## config.mk

```make
export PLATFORM = sky130hd
export DESIGN_NAME = event_accum
export DESIGN_NICKNAME = d
export VERILOG_FILES = /design/src/rtl/event_accum.sv
export SDC_FILE = /design/constraint.sdc
export NUM_CORES = 1
export LEC_CHECK = 0
export CAP_MARGIN = 10
export CELL_PAD_IN_SITES_DETAIL_PLACEMENT = 1
export CELL_PAD_IN_SITES_GLOBAL_PLACEMENT = 2
export CORE_ASPECT_RATIO = 1.4
export CORE_MARGIN = 2
export CORE_UTILIZATION = 30
export DETAILED_ROUTE_END_ITERATION = 7
export GPL_ROUTABILITY_DRIVEN = 0
export HOLD_SLACK_MARGIN = 0.08
export PLACE_DENSITY = 0.84
export SYNTH_ARGS = -nofsm -noshare
export SYNTH_HDL_FRONTEND = slang
export SYNTH_SLANG_ARGS = --single-unit
```

## constraint.sdc

```tcl
create_clock -name clk -period 3.52 [get_ports clk]
set_clock_uncertainty 0.15 [all_clocks]
set_input_delay 0.352 -clock clk [delete_from_list [all_inputs] [get_ports clk]]
set_output_delay 0.352 -clock clk [all_outputs]
set_load 0.02 [all_outputs]
```

## src/rtl/event_accum.sv

```systemverilog
// Event accumulator: counts one-cycle source events and issues them one at a time
// to a downstream stage, pacing each issue on a full busy high-then-low handshake.
module event_accum #(
  parameter int unsigned CNT_W = 8
) (
  input  logic             clk,
  input  logic             reset_n,
  input  logic             in_event,
  input  logic             clr,
  input  logic             busy,
  output logic             out_event,
  output logic [CNT_W-1:0] pending,
  output logic             overflow,
  output logic             idle
);

  localparam logic [CNT_W-1:0] CNT_MAX = '1;

  typedef enum logic [1:0] {
    IDLE  = 2'd0,
    ISSUE = 2'd1,
    ARM   = 2'd2,
    DRAIN = 2'd3
  } state_t;

  state_t state;
  state_t state_next;
  logic   dec_c;

  // Issue handshake sequencing; dec_c marks the IDLE->ISSUE cycle
  always_comb begin
    state_next = state;
    dec_c      = 1'b0;
    case (state)
      IDLE: begin
        if ((pending != '0) && !busy) begin
          state_next = ISSUE;
          dec_c      = 1'b1;
        end
      end
      ISSUE: state_next = ARM;
      ARM: begin
        if (busy) state_next = DRAIN;
      end
      DRAIN: begin
        if (!busy) state_next = IDLE;
      end
      default: state_next = IDLE;
    endcase
  end

  always_ff @(posedge clk or negedge reset_n) begin
    if (!reset_n) begin
      state     <= IDLE;
      out_event <= 1'b0;
    end else begin
      state     <= state_next;
      out_event <= (state_next == ISSUE);
    end
  end

  // Saturating counter; clr wins over both increment and decrement
  always_ff @(posedge clk or negedge reset_n) begin
    if (!reset_n) begin
      pending  <= '0;
      overflow <= 1'b0;
    end else if (clr) begin
      pending  <= '0;
      overflow <= 1'b0;
    end else if (in_event && !dec_c) begin
      if (pending == CNT_MAX) begin
        overflow <= 1'b1;
      end else begin
        pending <= pending + CNT_W'(1);
      end
    end else if (dec_c && !in_event) begin
      pending <= pending - CNT_W'(1);
    end
  end

  assign idle = (pending == '0) && (state == IDLE);

endmodule

```

==> results of run 1 <==
[kinds of logic (layout without fill, tap and decap cells)]
kind of cell | count (synthesis) | after routing
adder cells (fa/ha/maj) | 7 | 7
flip-flops | 12 | 12
AO/OA/AOI/OAI | 23 | 23
buffers and inverters | 5 | 24
multiplexers | 4 | 4
AND/OR/NAND/NOR | 39 | 39
XOR/XNOR | 3 | 3
[cell usage after synthesis, types with 2 or more instances]
library cell and instances:
sky130_fd_sc_hd__a21oi_1 11, sky130_fd_sc_hd__dfrtp_1 12, sky130_fd_sc_hd__ha_1 6, sky130_fd_sc_hd__inv_1 4, sky130_fd_sc_hd__mux2i_1 2, sky130_fd_sc_hd__nand2_1 12
sky130_fd_sc_hd__nand4_1 2, sky130_fd_sc_hd__nor2_1 11, sky130_fd_sc_hd__nor2b_1 5, sky130_fd_sc_hd__nor4_2 2, sky130_fd_sc_hd__o21ai_0 4, sky130_fd_sc_hd__xor2_1 2
[sequential cells by signal, indices dropped and copies added (netlist names)]
name       flops
out_event      1
overflow       1
pending        8
state          2
[worst register-to-register path, delay by kind of cell (launching register included)]
family | cells | cell delay [ps]
AO/OA/AOI/OAI | 4 | 890
AND/OR/NAND/NOR | 4 | 1100
adder cells (fa/ha/maj) | 1 | 350
flip-flops | 1 | 450
buffers and inverters | 1 | 140
[layout make-up]
cell class                      instances  area [um2]
Timing Repair Buffer                   16         158
Multi-Input combinational cell         76         528
Tap cell                               36        45.0
Fill cell                             333        1560
Sequential cell                        12         300
Clock buffer                            4        36.3
Inverter                                4        15.0
[layer usage]
metal / up-vias / share of wire / GRT usage
met5: - / 0 / 0
met4: 0 / 0.029 / 0.0929
met3: 6 / 0.039 / 0.0179
met2: 25 / 0.53 / 0.300
met1: 395 / 0.40 / 0.183
li1: 370 / - / -
[power groups by stage]
stage | clock network, mW | logic [mW] | registers (mW)
final | 0.111 | 0.407 | 0.237
after global routing | 0.123 | 0.450 | 0.245
after CTS | 0.115 | 0.413 | 0.237
after detailed placement | 0 | 0.412 | 0.239
after global placement | 0 | 0.399 | 0.237
after floorplan | 0 | 0.245 | 0.257
[metrics by stage]
step	hold WS, ps	util	power (mW)	instance area (um2)
after floorplan	-93.6	-	0.502	847
after global placement	347	0.396	0.636	1050
after detailed placement	347	0.396	0.651	1050
after CTS	317	0.410	0.765	1080
after global routing	344	0.410	0.817	1080
final	301	0.410	0.755	1080
[worst min-delay path by stage]
stage | to | slack (ps) | depth (start not counted)
final | state[0] | 300 | 1
after global routing | state[0] | 340 | 1
after CTS | state[0] | 320 | 1
after detailed placement | overflow | 350 | 2
after global placement | overflow | 350 | 2
after floorplan | out_event | -90 | 0
==> results.rst, run 1 <==
.. list-table::
   :header-rows: 1

   * - Metric
     - Value
   * - Outcome
     - complete, no violations
   * - Highest-delay cell along the critical path
     - sky130_fd_sc_hd__nor4_2
   * - Cell accounting for the most synthesized area
     - sky130_fd_sc_hd__dfrtp_1
   * - Kind of capture point of the worst setup path
     - flop
   * - Sw Ratio
     - 0.436
   * - Unique masters post-synth
     - 32
   * - Sink Count
     - 12
   * - Launching element of the worst setup path
     - pending[4]
   * - Antenna violations before repair
     - 0
   * - Post-route clock period utilization
     - 0.911
   * - Post-synthesis average cell area
     - between 9 and 10 um2
   * - Total negative setup slack
     - 0 ps
   * - Layout cells sized above 1
     - 0.0893
   * - Hold Violations, Final
     - 0
   * - Post-synthesis cell area
     - about 850 um2
   * - Number of rows created at floorplan
     - 22
   * - Top Family by Delay on Critical Path
     - simple AND/OR/NAND/NOR gates
   * - CP Cell Sequence
     - nor4_2, a2111oi_4, and2b_1, inv_1, ha_1, nor2b_1, o31a_1, and3b_1, o41ai_1, a21oi_1
   * - Leak
     - approximately 0.47 nW
   * - Y dimension of the die
     - 66.9 um
   * - Max-slew headroom at the worst pin
     - 0.514
   * - Post-route worst setup slack
     - 313 ps
   * - Count of mapped cells out of synthesis
     - 93
   * - Main flop type after synthesis
     - sky130_fd_sc_hd__dfrtp_1
   * - Max Slew Vio Count
     - 0
   * - Count of hold buffers inserted by post-cts repair
     - 0
   * - Count of boundary I/O pins
     - 16
   * - TritonCTS clock tree
     - yes
   * - Most used cells in the layout excluding fill and tap cells
     - 15 x sky130_fd_sc_hd__clkdlybuf4s50_1, 12 x sky130_fd_sc_hd__nand2_1, 12 x sky130_fd_sc_hd__dfrtp_1
   * - Clock power frac
     - 0.147
   * - Maximum clock frequency
     - 0.312 GHz
   * - Portion of netlist area occupied by mux cells
     - 0.0547
   * - Clock buffer count from CTS
     - 3
   * - Number of global-route vias before repair
     - 830
   * - Worst VDD drop
     - 0.252 mV
   * - Synth Area in Compound Gates
     - 0.185
   * - Post-route DRC
     - 0
   * - Die footprint
     - 3270 um2
   * - Proportion of synthesized chip area in sequential cells
     - 0.355
   * - Crit path DAT
     - 3200 ps
   * - Worst reg2reg startpoint
     - pending[4]
   * - Stage delay of the slowest cell on the critical path
     - 470 ps
   * - CTS root buf
     - sky130_fd_sc_hd__clkbuf_4
   * - RSZ-0062 raised after global routing
     - false
   * - Critical path startpoint category
     - flop
   * - Overall overflow remaining after global route
     - 0
   * - Later-pin clock latency in the skew report
     - 270 ps
   * - Max Root-Sink Buffers
     - 2
   * - Last element of the critical path
     - pending[6]
   * - Worst min-delay path class
     - input pin to asynchronous set/reset pin
   * - Part of the power in registers
     - 0.314
   * - Power dissipated by switching net loads
     - 329 uW
   * - Global router's overall resource usage
     - 0.163
   * - Required @ worst endpoint
     - 3510 ps
   * - Post-placement worst setup slack
     - 199 ps
   * - Resized Gates After CTS
     - 0
   * - Initial Utilization
     - 0.321
   * - Total setup buffers inserted after CTS
     - 0
   * - Net count of the mapped netlist
     - approximately 110
   * - Number of port buffers
     - 15
   * - Int Power
     - 425 uW
   * - Most frequent standard cell in the layout excluding fill and tap cells
     - sky130_fd_sc_hd__clkdlybuf4s50_1
   * - Destination of the worst register-to-register timing path
     - pending[6]
   * - Total vias in the final route
     - 796
   * - Xor and xnor area share after synthesis
     - 0.0310
   * - Routed wire length
     - 2380 um
   * - Vias per cell
     - 5.38
   * - Least-Margin Pin Slew
     - 709 ps
   * - Core area
     - ~2600 um2
   * - Net total in the final layout
     - 125
   * - Area growth from synthesis to layout
     - 27.8%
   * - Logic gate share of total power
     - 0.539
   * - Power density over the cells
     - 697 nW/um2
   * - EDFF count, synth
     - 0
   * - Number of cells after detailed placement
     - 144
   * - Total number of cells along the worst setup path
     - 10
   * - WL/cell
     - 16.1 um
   * - Final setup violation count
     - 0
   * - Final cell count without fillers
     - about 150
   * - First DRT Iteration DRCs
     - 15
   * - Pin count of the biggest net entering global routing
     - 13
   * - Adder-Cell Fraction of Synth Area
     - 0.112
   * - Top post-synthesis cells by area
     - sky130_fd_sc_hd__dfrtp_1 35%, sky130_fd_sc_hd__ha_1 8.9%, sky130_fd_sc_hd__a21oi_1 6.5%
   * - Number of nets with antenna violations after detailed routing
     - 0
   * - Async SR Flop Fraction
     - 1.00
   * - Dominant combinational cell family by area after synthesis
     - simple AND/OR/NAND/NOR gates
   * - Maxcap violations
     - 0
   * - Half-perimeter wire length after detailed placement
     - roughly 1900 um
   * - Post-route minimum period
     - about 3200 ps
   * - Die width
     - 48.9 um
   * - Seq cells post-synth
     - 12
   * - Pre-antenna DRT Iters
     - 4
   * - CTS H-tree lvls
     - 1
   * - Area fraction of the dominant cell type after synthesis
     - 0.355
   * - Number of warnings reported in the yosys synthesis log
     - 0
   * - Class of the most critical setup path
     - flop to flop
   * - Sum of buffers and inverters on the critical path
     - 1
   * - Reg2Reg Setup Slack
     - 310 ps
   * - Wire length of the first global-routing pass
     - 4000 um
   * - Clock transition at the registers of the reported paths
     - 80 ps
   * - FF-to-FF path depth
     - 10
   * - Fraction of the mapped netlist area in simple logic gates
     - 0.241
   * - Top fanout value on the critical path
     - 6
   * - Number of diodes added for antenna fixing
     - 0
Note: power is estimated with default switching activity, not from simulation.
==> run 2, diff against run 1 <==
--- a/config.mk
+++ b/config.mk
@@ -11,6 +11,7 @@
 export CORE_ASPECT_RATIO = 1.4
 export CORE_MARGIN = 2
 export CORE_UTILIZATION = 30
+export CTS_CLUSTER_DIAMETER = 100
 export DETAILED_ROUTE_END_ITERATION = 7
 export GPL_ROUTABILITY_DRIVEN = 0
 export HOLD_SLACK_MARGIN = 0.08
==> results of run 2 <==
No change in the layout: final DEF, timing and power equal those of run 1.
==> run 3, diff against run 2 <==
--- a/config.mk
+++ b/config.mk
@@ -19,3 +19,4 @@
 export SYNTH_ARGS = -nofsm -noshare
 export SYNTH_HDL_FRONTEND = slang
 export SYNTH_SLANG_ARGS = --single-unit
+export TNS_END_PERCENT = 10
==> results of run 3 <==
No change in the layout: final DEF, timing and power equal those of run 1.
